## src/rtl/sram_port_arbiter.sv

```systemverilog
// sram_port_arbiter: shares one single-port SRAM between NUM_REQ requesters.
// Arbitration is round-robin. A requester can hold a burst lock. The arbiter
// drives the SRAM command pins and returns 1-cycle-latency read data to the
// requester that issued the read.
//
// Handshake: req[i] means requester i has a valid request, and gnt[i] means
// the arbiter is ready for it. An access transfers in any cycle where both are
// high. A requester keeps we/addr/wdata/lock stable while req is high. It may
// cancel by dropping req. A read transferred in cycle T returns on rvalid[i]
// in cycle T+1, for exactly one cycle.
module sram_port_arbiter #(
    parameter int NUM_REQ = 3,
    parameter int ADDR_W  = 9,
    parameter int DATA_W  = 32,
    parameter int IDX_W   = 3
) (
    input  logic                      clk,
    input  logic                      rst,
    input  logic [NUM_REQ-1:0]        req,
    input  logic [NUM_REQ-1:0]        we,
    input  logic [NUM_REQ-1:0]        lock,
    input  logic [NUM_REQ*ADDR_W-1:0] addr,
    input  logic [NUM_REQ*DATA_W-1:0] wdata,
    output logic [NUM_REQ-1:0]        gnt,
    output logic [NUM_REQ-1:0]        rvalid,
    output logic [DATA_W-1:0]         rdata,
    output logic                      sram_wr,
    output logic                      sram_rd,
    output logic [ADDR_W-1:0]         sram_adr,
    output logic [DATA_W-1:0]         sram_din,
    input  logic [DATA_W-1:0]         sram_dout,
    output logic [15:0]               conflicts,
    output logic                      busy,
    output logic                      dbg_locked_o,
    output logic [NUM_REQ-1:0]        dbg_lock_own_o,
    output logic [IDX_W-1:0]          dbg_rr_ptr_o
);

    typedef enum logic {
        ST_UNLOCKED = 1'b0,
        ST_LOCKED   = 1'b1
    } lock_state_t;

    lock_state_t          state_q, state_d;
    logic [NUM_REQ-1:0]   own_q, own_d;        // one-hot lock owner
    logic [IDX_W-1:0]     rr_ptr_q, rr_ptr_d;
    logic [NUM_REQ-1:0]   rvalid_q, rvalid_d;
    logic [15:0]          conflicts_q, conflicts_d;
    logic [ADDR_W-1:0]    adr_q;
    logic [DATA_W-1:0]    din_q;

    logic [NUM_REQ-1:0]   gnt_rr;
    logic                 rr_found;
    int                   rr_idx;
    logic                 own_req;
    logic                 accept;
    logic                 we_sel;
    logic                 lock_sel;
    logic                 multi_req;
    logic [IDX_W-1:0]     gnt_idx;
    logic [ADDR_W-1:0]    sel_addr;
    logic [DATA_W-1:0]    sel_wdata;

    // Round-robin candidate: first requester at or after rr_ptr, wrapping around.
    always_comb begin
        gnt_rr   = '0;
        rr_found = 1'b0;
        rr_idx   = 0;
        for (int k = 0; k < NUM_REQ; k++) begin
            rr_idx = int'(rr_ptr_q) + k;
            if (rr_idx >= NUM_REQ) begin
                rr_idx = rr_idx - NUM_REQ;
            end
            if (!rr_found && req[rr_idx]) begin
                gnt_rr[rr_idx] = 1'b1;
                rr_found       = 1'b1;
            end
        end
    end

    // Final grant: a requesting lock owner wins. Reset suppresses all grants.
    always_comb begin
        own_req = |(req & own_q);
        gnt     = '0;
        if (!rst) begin
            if ((state_q == ST_LOCKED) && own_req) begin
                gnt = own_q;
            end else begin
                gnt = gnt_rr;
            end
        end
    end

    // Mux the granted requester's command fields onto the SRAM side.
    always_comb begin
        accept    = |gnt;
        we_sel    = |(we & gnt);
        lock_sel  = |(lock & gnt);
        sel_addr  = '0;
        sel_wdata = '0;
        gnt_idx   = '0;
        for (int i = 0; i < NUM_REQ; i++) begin
            if (gnt[i]) begin
                sel_addr  = addr[i*ADDR_W +: ADDR_W];
                sel_wdata = wdata[i*DATA_W +: DATA_W];
                gnt_idx   = IDX_W'(i);
            end
        end
    end

    assign sram_wr  = accept & we_sel;
    assign sram_rd  = accept & ~we_sel;
    // Address and data hold their last driven values while the port is idle.
    assign sram_adr = accept ? sel_addr  : adr_q;
    assign sram_din = accept ? sel_wdata : din_q;

    // Lock FSM and pointer next state. An accept decides the lock for the next
    // cycle. A locked cycle with no accept means the owner dropped its request.
    always_comb begin
        state_d  = state_q;
        own_d    = own_q;
        rr_ptr_d = rr_ptr_q;
        if (accept) begin
            if (lock_sel) begin
                state_d = ST_LOCKED;
                own_d   = gnt;
            end else begin
                state_d  = ST_UNLOCKED;
                rr_ptr_d = (gnt_idx == IDX_W'(NUM_REQ - 1)) ? '0 : gnt_idx + IDX_W'(1);
            end
        end else if (state_q == ST_LOCKED) begin
            state_d = ST_UNLOCKED;
        end
    end

    // Read-return tag and saturating conflict counter next state.
    always_comb begin
        rvalid_d    = (accept && !we_sel) ? gnt : '0;
        multi_req   = |(req & (req - NUM_REQ'(1)));
        conflicts_d = conflicts_q;
        if (multi_req && (conflicts_q != 16'hFFFF)) begin
            conflicts_d = conflicts_q + 16'd1;
        end
    end

    // State registers with synchronous reset.
    always_ff @(posedge clk) begin
        if (rst) begin
            state_q     <= ST_UNLOCKED;
            own_q       <= '0;
            rr_ptr_q    <= '0;
            rvalid_q    <= '0;
            conflicts_q <= '0;
            adr_q       <= '0;
            din_q       <= '0;
        end else begin
            state_q     <= state_d;
            own_q       <= own_d;
            rr_ptr_q    <= rr_ptr_d;
            rvalid_q    <= rvalid_d;
            conflicts_q <= conflicts_d;
            adr_q       <= sram_adr;
            din_q       <= sram_din;
        end
    end

    // While reset is high, any read still in flight is dropped.
    assign rvalid         = rst ? '0 : rvalid_q;
    assign rdata          = (|rvalid) ? sram_dout : '0;
    assign busy           = (|req) | (|rvalid);
    assign conflicts      = conflicts_q;
    assign dbg_locked_o   = (state_q == ST_LOCKED);
    assign dbg_lock_own_o = own_q;
    assign dbg_rr_ptr_o   = rr_ptr_q;

endmodule

```

## config.mk

```make
export PLATFORM = sky130hd
export DESIGN_NAME = sram_port_arbiter
export DESIGN_NICKNAME = d
export VERILOG_FILES = /design/src/rtl/sram_port_arbiter.sv
export SDC_FILE = /design/constraint.sdc
export NUM_CORES = 1
export LEC_CHECK = 0
export ABC_AREA = 1
export BUFFER_PORTS_ARGS = -buffer_cell sky130_fd_sc_hd__buf_2
export CORE_ASPECT_RATIO = 0.8
export CORE_UTILIZATION = 45
export DETAILED_ROUTE_END_ITERATION = 16
export HOLD_SLACK_MARGIN = 0.08
export PLACE_DENSITY_LB_ADDON = 0.1
export SYNTH_ARGS = -nofsm -noshare
export SYNTH_HDL_FRONTEND = slang
export SYNTH_SLANG_ARGS = --single-unit
```

## constraint.sdc

```tcl
create_clock -name clk -period 3.65 [get_ports clk]
set_input_delay 0.73 -clock clk [delete_from_list [all_inputs] [get_ports clk]]
set_output_delay 0.73 -clock clk [all_outputs]
set_load 0.01 [all_outputs]
```

# After elaboration in Yosys (flattened, before gate mapping)
# Cells that the tools add are included.
[op_classes]
n_eq_ne = 2
n_reduce_logical = 22
muxes = 39
order_cmp = 9
bitwise_logic = 13
n_addsub = 8
[op_table]
columns = ["cell", "count"]
rows = [
  ["32-bit 2-to-1 mux", 8],
  ["32-bit by 1-bit >= comparator with 1-bit output, second input constant", 3],
  ["32-bit by 4-bit < comparator with 1-bit output, second input constant", 3],
  ["9-bit 2-to-1 mux", 4],
  ["3-bit 2-to-1 mux", 8],
  ["3-bit OR reduction", 7],
  ["16-bit by 1-bit adder with 16-bit output, second input constant", 1],
  ["16-bit != test, second input constant", 1],
  ["1-bit 2-to-1 mux", 13],
  ["3-bit AND", 4],
  ["4-bit by 2-bit subtractor with 5-bit output, second input constant", 2],
  ["4-bit by 2-bit >= comparator with 1-bit output, second input constant", 2],
  ["1-bit logical AND", 8],
  ["1-bit binary-select mux with 2-bit select", 3],
  ["1-bit demux with 2-bit select", 3],
  ["3-bit bitwise OR", 2],
  ["3-bit by 1-bit adder with 4-bit output, second input constant", 1],
  ["3-bit by 2-bit adder with 4-bit output, second input constant", 1],
  ["1-bit inverter", 4],
  ["2-bit AND reduction", 2],
  ["2-bit OR reduction", 2],
  ["3-bit by 2-bit subtractor with 4-bit output, second input constant", 1],
  ["3-bit by 1-bit adder with 3-bit output, second input constant", 1],
  ["3-bit by 2-bit == test with 1-bit output, second input constant", 1],
  ["other kinds (5)", 8],
]
[totals]
in_bits = 166
register_bits = 67

# Longest topological paths before layout
# Gate-level depths: netlist (run 1).
[depth]
depth_word = 20
depth_mapped = 24

# Worst setup path before layout (run 1)
# OpenSTA, ideal clock, no wires.
[synth_path]
path_kind = "register to output"
from = "register rr_ptr_q[0], in the netlist dbg_rr_ptr_o[0]"
to = "output sram_rd"
path_slack_ns = 0.346
n_path_buf = 1
stages_incl_launch_ff = 19
arrival_ns = 2.574
required_ns = 2.920
path_cell_list = "dfxtp_1 inv_2 ha_1 inv_1 nand2_2 nand3_2 nand2_1 nand2_1 nand4_1 nand3_1 nor2_1 nor2_1 nand2_2 nand2_4 buf_4 nor2_1 nor3_2 nand2_1 inv_1"
[synth_via]
elab_chain_len = 18
elab_cells_between_ends = 53
[synth_rtl]
columns = ["element", "line", "text"]
rows = [
  ["from (decl)", "46", "logic [IDX_W-1:0] rr_ptr_q, rr_ptr_d;"],
  ["from (signal assigned)", "159", "rr_ptr_q <= rr_ptr_d;"],
  ["branches (longest 11 deep; another with 32-bit by 1-bit >= comparator with 1-bit output)", "--", ""],
  ["3-bit 2-to-1 mux (*)", "74", "if (!rr_found && req[rr_idx]) begin"],
  ["3-bit 2-to-1 mux (*)", "86", "if ((state_q == ST_LOCKED) && own_req) begin"],
  ["3-bit 2-to-1 mux (*)", "85", "if (!rst) begin"],
  ["3-bit AND", "97", "we_sel = |(we & gnt);"],
  ["3-bit OR reduction", "97", ""],
  ["1-bit inverter", "112", "assign sram_rd = accept & ~we_sel;"],
  ["1-bit AND (*)", "112", ""],
  ["to (decl)", "28", "output logic sram_rd,"],
]
# Mark *: on every way between the ends. The select of a mux whose other input is x is not followed.

# Worst setup path after layout (run 1)
[layout_path]
from = "register rr_ptr_q[0], in the netlist dbg_rr_ptr_o[0]"
to = "output sram_din[15]"
[layout_via]
elab_chain_len = 18
elab_cells_between_ends = 53
[layout_rtl]
columns = ["element", "line", "text"]
rows = [
  ["branches (longest 11 deep; another with 32-bit by 1-bit >= comparator with 1-bit output)", "--", ""],
  ["3-bit 2-to-1 mux (*)", "74", ""],
  ["3-bit 2-to-1 mux (*)", "86", ""],
  ["3-bit 2-to-1 mux (*)", "85", ""],
  ["32-bit 2-to-1 mux (3 in series)", "103", "if (gnt[i]) begin"],
  ["32-bit 2-to-1 mux (*)", "115", "assign sram_din = accept ? sel_wdata : din_q;"],
  ["to (decl)", "30", "output logic [DATA_W-1:0] sram_din,"],
]
# Marks and branches as above.

==> results.json, run 1 <==
{
  "sequential_area_share_after_synthesis_pct": 28.8,
  "syn-num-nets": 975,
  "dp_hpwl_um": 11600,
  "final_cells": 1236,
  "synth_largest_area_cell": "sky130_fd_sc_hd__dfxtp_1",
  "first_global_vias": 5282,
  "synthesis.area_um2": 4660,
  "chipWidth_um": 116,
  "synth_edf_count": 0,
  "drtPass1Iterations": 5,
  "cellInternalPower_mw": 4.42,
  "power.net_switching_mw": 4.15,
  "synthDominantCellAreaShare_pct": 28.8,
  "diodes": 0,
  "timing.final.crit_period_ps": 3740,
  "power.share.sequential_pct": 11.2,
  "leakagePower_nw": 4.47,
  "timing.critical_path.buf_inv": 7,
  "post_route_cells_drive_above_1_share_pct": 39.9,
  "synthesis.area_per_instance_um2": 5.83,
  "critical-path-slowest-cell": "sky130_fd_sc_hd__dfxtp_4",
  "cts_tree": "done",
  "cts_hold_buf": 0,
  "cellPowerDensity_nw_per_um2": 1160,
  "final_antenna_net_count": 0,
  "finish.utilization_pct": 75.0,
  "status": "finished, violations left",
  "total_power_mw": 8.57,
  "post-route-worst-setup-slack_ps": -85.1,
  "drc": 0,
  "min-delay-path-class": "flip-flop to flip-flop",
  "critPathCaptureType": "output pin",
  "cts-root-to-sink-buffers": 2,
  "globalRouteOverflowTotal": 0,
  "critical_path_required_ps": 2920,
  "cts_inserted_buffers": 9,
  "gp_congestion": 0.869,
  "groute.usage.overall_pct": 28.8,
  "wirelength_um": 17500,
  "max-slew-margin-rel_pct": 72.5,
  "setup-violations-final": 34,
  "coreArea_um2": 9850,
  "grt_setup_unrepaired": "yes",
  "worst_ir_drop_vdd_uv": 731,
  "cp_data_arrival_time_ps": 3010,
  "detailed_place.area_um2": 6200,
  "worst-setup-path-type": "flip-flop to output pin",
  "cts_root_buf": "sky130_fd_sc_hd__clkbuf_16",
  "series_of_cell_instances_along_the_critical_path": "buf_6, buf_4, ha_2, inv_2, nand2_2, o21ai_1, o21ai_4, nand2_1, nor2_2, nand4_1, nand3_2, nand2_4, clkinv_8, nor2_8, buf_12, clkbuf_16, nand2_2, nand3_2, buf_6",
  "timing.critical_path.fanout_max": 7,
  "routed_wire_length_per_instance_um": 14.2,
  "dominantRegCellSynth": "sky130_fd_sc_hd__dfxtp_1",
  "tritoncts_num_sinks": 67,
  "worstSetupStartpointType": "flip-flop",
  "io_buffers": 270,
  "path_delay_family": "simple AND/OR/NAND/NOR gates",
  "maxCapViolCount": 0,
  "num_rows": 32,
  "top_area_cells_in_the_synthesized_netlist": "sky130_fd_sc_hd__dfxtp_1, sky130_fd_sc_hd__nand2_1, sky130_fd_sc_hd__inv_1",
  "async_reset_ff_share_pct": 0,
  "mean_number_of_vias_per_cell": 4.94,
  "worst_skew_pair.late_latency_ps": 320,
  "postSynthCellCount": 799,
  "netSwitchingFraction_pct": 48.4,
  "cts_htree_levels": 3,
  "pwr-share-clk_pct": 9.3,
  "worst-slew-pin-transition_ps": 409,
  "fin_area_um2": 7390,
  "drc_violation_total_after_the_first_tritonroute_iteration": 279,
  "grt_antenna_before_repair": 1,
  "hold_ws_ps": 477,
  "finalHoldViolations": 0,
  "num_io_pins": 271,
  "clk_transition_reported_paths_ps": 50,
  "synth-seq-cells": 67,
  "initial_utilization_pct": 47.3,
  "synthToLayoutAreaGrowth_pct": 58.5,
  "worst_clock_skew_ps": 7.85,
  "failed_checks": "setup timing",
  "placed_cells_incl_taps": 1191,
  "slew_viol_final": 0,
  "number_of_distinct_library_cell_variants_in_the_gate_level_netlist_after_synthesis": 32,
  "die_area_um2": 10800,
  "largest_net_degree_at_the_start_of_global_routing": 39,
  "vias": 6110,
  "power_frac_comb_pct": 79.5,
  "synth-warning-count": 0,
  "cpPeakStageDelay_ps": 360,
  "timing.final.crit_share_pct": 102,
  "fmax_mhz": 268,
  "wire_length_of_the_first_global_routing_pass_um": 24600,
  "chipHeight_um": 93.0,
  "final_nets": 1272
}
[cell usage in the layout (no fill, tap or decap), drive strengths merged, types with 2 or more instances in the layout]
cell type,instances
inv,126
buf,315
nor4,2
a21oi,19
dfxtp,67
nor2,63
nand4,9
nand2,321
nand3b,2
ha,10
clkinv,5
nand3,112
clkbuf,15
nor3,8
o21ai,18
and3,2
[per-stage QoR]
step | setup WS, ps | setup TNS (ps)
final | -85.1 | -1260
after global routing | -246 | -8550
after CTS | -7.99 | -21.2
after detailed placement | 92.2 | 0
after global placement | 168 | 0
after floorplan | 346 | 0
[sequential cells by signal, indices dropped and copies added (netlist names)]
register	flops
rvalid_q	3
adr_q	9
conflicts	16
din_q	32
dbg_locked_o	1
dbg_rr_ptr_o	3
dbg_lock_own_o	3
[worst register-to-register path: stages (launching register included)]
cell and delay (ps):
sky130_fd_sc_hd__dfxtp_4 360, sky130_fd_sc_hd__buf_6 120, sky130_fd_sc_hd__buf_4 150, sky130_fd_sc_hd__ha_2 210
sky130_fd_sc_hd__inv_2 90, sky130_fd_sc_hd__nand2_2 80, sky130_fd_sc_hd__o21ai_1 270, sky130_fd_sc_hd__o21ai_4 100
sky130_fd_sc_hd__nand2_1 80, sky130_fd_sc_hd__nor2_2 50, sky130_fd_sc_hd__nand4_1 130, sky130_fd_sc_hd__nand3_2 120
sky130_fd_sc_hd__nand2_4 120, sky130_fd_sc_hd__clkinv_8 100, sky130_fd_sc_hd__nor2_8 170, sky130_fd_sc_hd__buf_12 140
sky130_fd_sc_hd__buf_16 140, sky130_fd_sc_hd__nand2_2 50, sky130_fd_sc_hd__nand3_2 80, sky130_fd_sc_hd__buf_4 120
sky130_fd_sc_hd__nand2_1 40, sky130_fd_sc_hd__inv_1 80
[power by group through the flow]
stage               clock network [mW]  registers, mW  logic (mW)
floorplan                            0          0.965        3.14
global placement                     0          0.952        4.67
detailed placement                   0          0.955        4.70
CTS                              0.807          0.942        5.33
global route                     0.847          0.971        7.37
finish                           0.798          0.957        6.81
[cell type report]
type / count / area (um^2)
multi-input cells: 571 / 2930
fillers: 818 / 2460
repair buffers: 320 / 2160
flip-flops and latches: 67 / 1350
inverters: 127 / 504
clock buffers: 10 / 239
well taps: 136 / 170
clock inverters: 5 / 38.8
[cell usage after synthesis, types with 2 or more instances]
cell and n:
sky130_fd_sc_hd__nand2_4 3, sky130_fd_sc_hd__nor3_1 7, sky130_fd_sc_hd__o21ai_0 17, sky130_fd_sc_hd__ha_1 10
sky130_fd_sc_hd__nor2_1 62, sky130_fd_sc_hd__buf_2 11, sky130_fd_sc_hd__nand3_1 90, sky130_fd_sc_hd__nand2_2 4
sky130_fd_sc_hd__and3_1 2, sky130_fd_sc_hd__nand3b_1 2, sky130_fd_sc_hd__dfxtp_1 67, sky130_fd_sc_hd__nor4_1 2
sky130_fd_sc_hd__a21oi_1 19, sky130_fd_sc_hd__clkbuf_1 7, sky130_fd_sc_hd__nand2_1 314, sky130_fd_sc_hd__inv_1 121
sky130_fd_sc_hd__nand3_2 22, sky130_fd_sc_hd__buf_4 11, sky130_fd_sc_hd__nand4_1 9, sky130_fd_sc_hd__buf_1 5
sky130_fd_sc_hd__inv_2 3
[repair_timing]
item,4_1_cts,5_1_grt
endpoints found under the hold margin,0,0
setup buffers,7,14
resized for setup,33,98
endpoints found under the setup margin,43,44
cloned,3,6
pin swaps,9,39
[final timing paths]
kind | slack (ps) | to | from | depth (start not counted)
worst max register to register | 800 | din_q[3] | dbg_rr_ptr_o[0] | 21
worst min register to register | 480 | conflicts[15] | conflicts[15] | 2
worst max-delay path | -90 | sram_din[15] | dbg_rr_ptr_o[0] | 19
worst min-delay path | 480 | conflicts[15] | conflicts[15] | 2
[per-layer routing]
metal  global-route usage [%]  wire length, um  vias to the layer above
met2                     53.3             8690                      280
met5                        0                0                        -
li1                         -                -                     3046
met1                     33.3             7040                     2742
met4                     8.65              426                        0
met3                     5.64             1350                       42
[cells by family (layout without fill, tap and decap cells)]
| logic type | count (synthesis) | after routing | synth area share (%) |
|---|---|---|---|
| and+or+nand+nor | 521 | 521 | 49.7 |
| buffers and inverters | 161 | 462 | 14.3 |
| DFF | 67 | 67 | 28.8 |
| adders and majority gates | 10 | 10 | 2.69 |
| AOI/OAI and AO/OA | 39 | 39 | 4.32 |
| xor gates and xnor gates | 1 | 1 | 0.188 |
Note: power is estimated with default switching activity, not from simulation.
==> run 2: changes to the inputs <==
--- a/config.mk
+++ b/config.mk
@@ -8,10 +8,13 @@
 export ABC_AREA = 1
 export BUFFER_PORTS_ARGS = -buffer_cell sky130_fd_sc_hd__buf_2
 export CORE_ASPECT_RATIO = 0.8
+export CORE_MARGIN = 10
 export CORE_UTILIZATION = 45
+export CTS_BUF_LIST = sky130_fd_sc_hd__clkbuf_16
 export DETAILED_ROUTE_END_ITERATION = 16
 export HOLD_SLACK_MARGIN = 0.08
 export PLACE_DENSITY_LB_ADDON = 0.1
 export SYNTH_ARGS = -nofsm -noshare
 export SYNTH_HDL_FRONTEND = slang
 export SYNTH_SLANG_ARGS = --single-unit
+export TNS_END_PERCENT = 50
==> run 2 against run 1 <==
Net effect:
- the run still ends with setup timing left
- final area grew 11%
- clock skew is essentially flat
- setup slack lost 170 ps
- worst hold slack lost 2.8 ps
- routed wire length grew 26%
- sequential power is essentially flat
- global-route usage shrank 5.0 points
- combinational power grew 30%
- critical path depth shrank 1
- total power grew 26%
- largest power group unchanged
- highest routed layer unchanged
==> results.json, run 2 (synthesis gave the netlist of run 1 again) <==
{
  "chipHeight_um": 111,
  "chipWidth_um": 134,
  "failed_checks": "setup timing",
  "min-delay-path-class": "flip-flop to flip-flop",
  "multi_input_comb_area_um2": 3080,
  "final_nets": 1320,
  "mean_number_of_vias_per_cell": 5.07,
  "critical_path_required_ps": 2920,
  "worst_skew_pair.late_latency_ps": 330,
  "cpPeakStageDelay_ps": 360,
  "dp_hpwl_um": 14100,
  "area_occupied_by_registers_um2": 1350,
  "maxCapViolCount": 0,
  "cts_root_buf": "sky130_fd_sc_hd__clkbuf_16",
  "leakagePower_nw": 4.90,
  "timing.critical_path.buf_inv": 7,
  "status": "finished, violations left",
  "groute.usage.overall_pct": 23.9,
  "cp_data_arrival_time_ps": 3180,
  "largest_net_degree_at_the_start_of_global_routing": 40,
  "series_of_cell_instances_along_the_critical_path": "ha_4, inv_2, ha_4, inv_2, nand4_1, nand2_4, nand4_1, buf_4, nand4_1, nand3_2, nand2_4, clkinv_8, nor2_8, buf_12, buf_12, nand2_1, nand3_2, buf_6",
  "worst_clock_skew_ps": 8.20,
  "num_io_pins": 271,
  "finalHoldViolations": 0,
  "cellPowerDensity_nw_per_um2": 1310,
  "drtPass1Iterations": 5,
  "final_antenna_net_count": 0,
  "cell_type_with_the_highest_occurrence_count_on_the_critical_path": "sky130_fd_sc_hd__nand4_1",
  "timing.final.crit_share_pct": 107,
  "timing.critical_path.fanout_max": 7,
  "finish.utilization_pct": 80.5,
  "coreArea_um2": 10200,
  "largest_register_ff_count": 32,
  "globalRouteOverflowTotal": 0,
  "initial_utilization_pct": 45.7,
  "post-route-worst-setup-slack_ps": -258,
  "wire_length_of_the_first_global_routing_pass_um": 29700,
  "wirelength_um": 22100,
  "num_rows": 33,
  "routed_wire_length_per_instance_um": 17.1,
  "layout_common_cells": "sky130_fd_sc_hd__nand2_1, sky130_fd_sc_hd__buf_2, sky130_fd_sc_hd__inv_1",
  "timing.final.crit_period_ps": 3910,
  "vias": 6544,
  "io_buffers": 270,
  "slew_viol_final": 0,
  "mostFrequentLayoutCell": "sky130_fd_sc_hd__nand2_1",
  "drc_violation_total_after_the_first_tritonroute_iteration": 474,
  "clk_transition_reported_paths_ps": 60,
  "synthToLayoutAreaGrowth_pct": 76.1,
  "cts_hold_buf": 0,
  "cts_tree": "done",
  "setup-violations-final": 43,
  "drc": 0,
  "worst-slew-pin-transition_ps": 423,
  "grt_antenna_before_repair": 3,
  "path_delay_family": "simple AND/OR/NAND/NOR gates",
  "worst-setup-path-type": "flip-flop to output pin",
  "post_route_cells_drive_above_1_share_pct": 44.7,
  "max-slew-margin-rel_pct": 71.5,
  "worstSetupStartpointType": "flip-flop",
  "critical-path-slowest-cell": "sky130_fd_sc_hd__dfxtp_4",
  "fillers": 744,
  "critPathCaptureType": "output pin",
  "grt_setup_unrepaired": "yes",
  "largest-register": "din_q",
  "first_global_vias": 5967,
  "die_area_um2": 14800,
  "worst_ir_drop_vdd_uv": 693,
  "cts_htree_levels": 3,
  "fmax_mhz": 256,
  "cts-root-to-sink-buffers": 2,
  "cts_inserted_buffers": 9,
  "regToRegSetupSlack_ps": 380,
  "gp_congestion": 0.920,
  "tritoncts_num_sinks": 67,
  "place_worst_setup_slack_ps": 168
}
-- run 2: cell types whose count changed in the layout (fill, tap and decap cells not counted), sizes merged --
cell	before	now
bufinv	0	2
clkbuf	15	19
diode	0	3
inv	126	129
buf	315	358
clkinv	5	2
-- run 2: area by class of cell --
type                    count  area share [%]
diodes                      3          0.0915
clock buffers               9            2.74
clock inverters             7            1.28
inverters                 127            6.28
multi-input cells         571            37.6
flip-flops and latches     67            16.4
well taps                 140            2.13
repair buffers            368            33.5
-- run 2: repair_timing --
| item | in CTS | in global routing |
|---|---|---|
| buffers inserted | 19 | 24 |
| endpoints found under the hold margin | 0 | 0 |
| resized for setup | 54 | 126 |
| cloned | 3 | 11 |
| setup endpoints to repair | 43 | 44 |
| pin swaps | 15 | 53 |
-- run 2: metrics by stage --
step / power, mW / area (um^2) / TNS [ps] / hold WS [ps] / std cells
2_1_floorplan: 4.10 / 4660 / 0 / 490 / 799
3_5_place_dp: 6.31 / 6440 / 0 / 466 / 1218
5_1_grt: 11.4 / 8210 / -13570 / 515 / 1292
4_1_cts: 8.31 / 7270 / -309 / 475 / 1256
3_3_place_gp: 6.29 / 6440 / 0 / 462 / 1218
6_report: 10.8 / 8210 / -8570 / 475 / 1292
-- run 2: tightest hold or removal path, cell delays in order (launching register included) --
cell and delay, ps:
sky130_fd_sc_hd__dfxtp_1 300, sky130_fd_sc_hd__inv_1 70, sky130_fd_sc_hd__a21oi_1 60
-- run 2: layer usage --
| metal | global-route usage [%] | vias to the layer above | wire length (um) |
|---|---|---|---|
| li1 | - | 3147 | - |
| met1 | 27.2 | 2998 | 8250 |
| met2 | 41.7 | 343 | 11100 |
| met3 | 7.38 | 56 | 2140 |
| met4 | 7.02 | 0 | 636 |
| met5 | 0 | - | 0 |
-- run 2: worst paths after layout --
kind	cells after the start	start	to
worst max register to register	26	dbg_rr_ptr_o[0]	din_q[9]
worst max-delay path	18	dbg_rr_ptr_o[0]	sram_din[29]
worst min-delay path	2	conflicts[15]	conflicts[15]
worst min register to register	2	conflicts[15]	conflicts[15]
-- run 2: power breakdown --
part / switching [mW] / internal, mW / total, mW
Sequential: 0.0619 / 0.897 / 0.958
Clock: 0.364 / 0.611 / 0.975
Combinational: 4.48 / 4.35 / 8.83
==> run 3: changes to the inputs <==
--- a/config.mk
+++ b/config.mk
@@ -14,6 +14,7 @@
 export DETAILED_ROUTE_END_ITERATION = 16
 export HOLD_SLACK_MARGIN = 0.08
 export PLACE_DENSITY_LB_ADDON = 0.1
+export SLEW_MARGIN = 30
 export SYNTH_ARGS = -nofsm -noshare
 export SYNTH_HDL_FRONTEND = slang
 export SYNTH_SLANG_ARGS = --single-unit
==> constraint.sdc (replaced) <==
create_clock -name clk -period 3.65 [get_ports clk]
set_input_delay 0.365 -clock clk [delete_from_list [all_inputs] [get_ports clk]]
set_output_delay 0.365 -clock clk [all_outputs]
set_load 0.01 [all_outputs]
==> run 3 against run 2 <==
Net effect:
- the run now ends clean
- final area shrank 18%
- clock skew is essentially flat
- fmax rose by 13%
- flip-flop and latch count is the same
- largest power group unchanged
- die area is the same
- sequential power is 0.7% lower
- cell count fell by 5.5%
- global-route usage fell by 1.9 points
==> results.json, run 3 (synthesis gave the netlist of run 1 again) <==
{
  "status": "completed",
  "cellPowerDensity_nw_per_um2": 1080,
  "cp-startpoint": "dbg_rr_ptr_o[0]",
  "largest_net_degree_at_the_start_of_global_routing": 45,
  "min_delay_worst_endpoint": "din_q[29]",
  "largest-register": "din_q",
  "largest_register_ff_count": 32,
  "worst_clock_skew_ps": 7.84,
  "finalHoldViolations": 0,
  "gp_congestion": 0.890,
  "fillers": 1048,
  "drc_violation_total_after_the_first_tritonroute_iteration": 319,
  "worst_hold_path.num_cells": 5,
  "place_worst_setup_slack_ps": 337,
  "maxUsedRoutingLayer": "met4",
  "drc": 0,
  "min_from": "wdata[93]",
  "post_route_cells_drive_above_1_share_pct": 33.9,
  "r2r-end": "din_q[6]",
  "critPathCaptureType": "output pin",
  "tritoncts_num_sinks": 67,
  "wire_length_of_the_first_global_routing_pass_um": 27300,
  "num_rows": 33,
  "num_io_pins": 271,
  "coreArea_um2": 10200,
  "vias": 5787,
  "first_global_vias": 5441,
  "die_area_um2": 14800,
  "groute.usage.overall_pct": 21.9,
  "path_delay_family": "simple AND/OR/NAND/NOR gates",
  "mean_number_of_vias_per_cell": 4.74,
  "reg2reg_depth": 19,
  "worst-slew-pin-transition_ps": 408,
  "series_of_cell_instances_along_the_critical_path": "ha_2, inv_1, ha_4, nor2_2, nand3_2, nand2_1, nand4_1, nand3_1, nor2_1, nor2_1, nand2_2, nand2_8, nand2_4, nor2_8, clkbuf_16, nand2_1, nand3_1, buf_2",
  "cts-root-to-sink-buffers": 2,
  "min-delay-path-class": "primary input to flip-flop",
  "leakagePower_nw": 4.20,
  "placed_cells_incl_taps": 1187,
  "initial_utilization_pct": 45.7,
  "clk_transition_reported_paths_ps": 60,
  "cts_tree": "done",
  "cts_inserted_buffers": 9,
  "dp_hpwl_um": 13700,
  "cts_htree_levels": 3,
  "slew_viol_final": 0,
  "wl_met1_um": 7580,
  "timing.critical_path.fanout_max": 7,
  "chipWidth_um": 134,
  "synthToLayoutAreaGrowth_pct": 45.0,
  "worst-setup-path-type": "flip-flop to output pin",
  "dr_wl_met3_um": 1440,
  "worst_ir_drop_vdd_uv": 587,
  "maxCapViolCount": 0,
  "routed_wire_length_per_instance_um": 14.8,
  "worst_skew_pair.late_latency_ps": 320,
  "max-slew-margin-rel_pct": 72.5,
  "wirelength_um": 18100,
  "worstSetupStartpointType": "flip-flop",
  "critical_path_required_ps": 3280,
  "regToRegSetupSlack_ps": 810,
  "cts_root_buf": "sky130_fd_sc_hd__clkbuf_16",
  "chipHeight_um": 111,
  "drtPass1Iterations": 5,
  "final_nets": 1252,
  "final.setup.tns_ps": 0,
  "timing.critical_path.buf_inv": 3,
  "post-route-worst-setup-slack_ps": 184,
  "detailed_place.area_um2": 6140,
  "timing.final.crit_period_ps": 3470,
  "r2r_start": "dbg_rr_ptr_o[0]",
  "fin_area_um2": 6760,
  "fmax_mhz": 289,
  "hold_ws_ps": 343,
  "diodes": 0,
  "setup-violations-final": 0,
  "mostFrequentLayoutCell": "sky130_fd_sc_hd__nand2_1",
  "grt_antenna_before_repair": 0,
  "critical-path-slowest-cell": "sky130_fd_sc_hd__dfxtp_2",
  "final_antenna_net_count": 0,
  "cp_data_arrival_time_ps": 3100,
  "layout_common_cells": "sky130_fd_sc_hd__nand2_1, sky130_fd_sc_hd__buf_2, sky130_fd_sc_hd__inv_1",
  "route.met2.wl_um": 8890,
  "timing.final.crit_share_pct": 95.0,
  "globalRouteOverflowTotal": 0,
  "final_cells": 1221,
  "cpPeakStageDelay_ps": 360,
  "io_buffers": 270
}
==> run 3: cell types whose count changed in the layout (fill, tap and decap cells not counted), sizes merged <==
cell and delta:
bufinv -2, clkinv +4, buf -63, clkbuf -6
inv -1, diode -3
==> run 3: metal layers <==
layer  vias to the layer above  global-route usage, %
li1                       3010                      -
met1                      2543                   25.7
met2                       220                   38.8
met3                        14                   6.20
met4                         0                   4.56
met5                         -                      0
==> run 3: how the worst max path moves through the flow <==
stage | end | slack (ps) | cells past startpoint
floorplan | sram_rd | 710 | 18
global placement | sram_din[2] | 400 | 18
detailed placement | sram_din[6] | 340 | 18
CTS | sram_din[9] | 20 | 20
global route | sram_din[0] | -50 | 20
finish | sram_din[2] | 180 | 18
==> run 3: cell type report <==
cell class	count	area (um^2)	area share, %
clock inverters	7	46.3	0.685
repair inverters	1	8.76	0.130
clock buffers	9	225	3.33
well taps	140	175	2.59
inverters	127	502	7.43
flip-flops and latches	67	1350	19.9
multi-input cells	571	2730	40.4
repair buffers	299	1720	25.5
==> run 3: report_power, final <==
| part | switching [mW] | leakage [nW] | internal [mW] |
|---|---|---|---|
| registers | 0.0552 | 0.549 | 0.896 |
| logic | 3.36 | 3.51 | 2.17 |
| clock network | 0.321 | 0.138 | 0.458 |
==> run 3: through the flow <==
step	util [%]	power [mW]
after floorplan	-	4.10
after global placement	60.2	5.62
after detailed placement	60.2	5.64
after CTS	63.0	6.47
after global routing	66.2	7.91
final	66.2	7.26
==> run 3: what timing repair did <==
action,4_1_cts,5_1_grt
setup buffers,0,10
pin swaps,0,8
hold buffers,0,0
setup endpoints to repair,14,45
cloned,0,8
gates resized for setup,3,25
==> run 3: worst reg2reg max path, stage by stage (launching register included) <==
cell                        delay (ps)
sky130_fd_sc_hd__dfxtp_2           360
sky130_fd_sc_hd__ha_2              190
sky130_fd_sc_hd__inv_1              60
sky130_fd_sc_hd__ha_4              220
sky130_fd_sc_hd__nor2_2            140
sky130_fd_sc_hd__nand3_2           100
sky130_fd_sc_hd__nand2_1           110
sky130_fd_sc_hd__nand4_1           170
sky130_fd_sc_hd__nand3_1           150
sky130_fd_sc_hd__nor2_1             50
sky130_fd_sc_hd__nor2_1            140
sky130_fd_sc_hd__nand2_2           120
sky130_fd_sc_hd__nand2_8           130
sky130_fd_sc_hd__nand2_4            80
sky130_fd_sc_hd__nor2_8            250
sky130_fd_sc_hd__clkbuf_16         200
sky130_fd_sc_hd__nand2_1            60
sky130_fd_sc_hd__nand3_1           100
sky130_fd_sc_hd__nand2_1            80
sky130_fd_sc_hd__inv_1              70
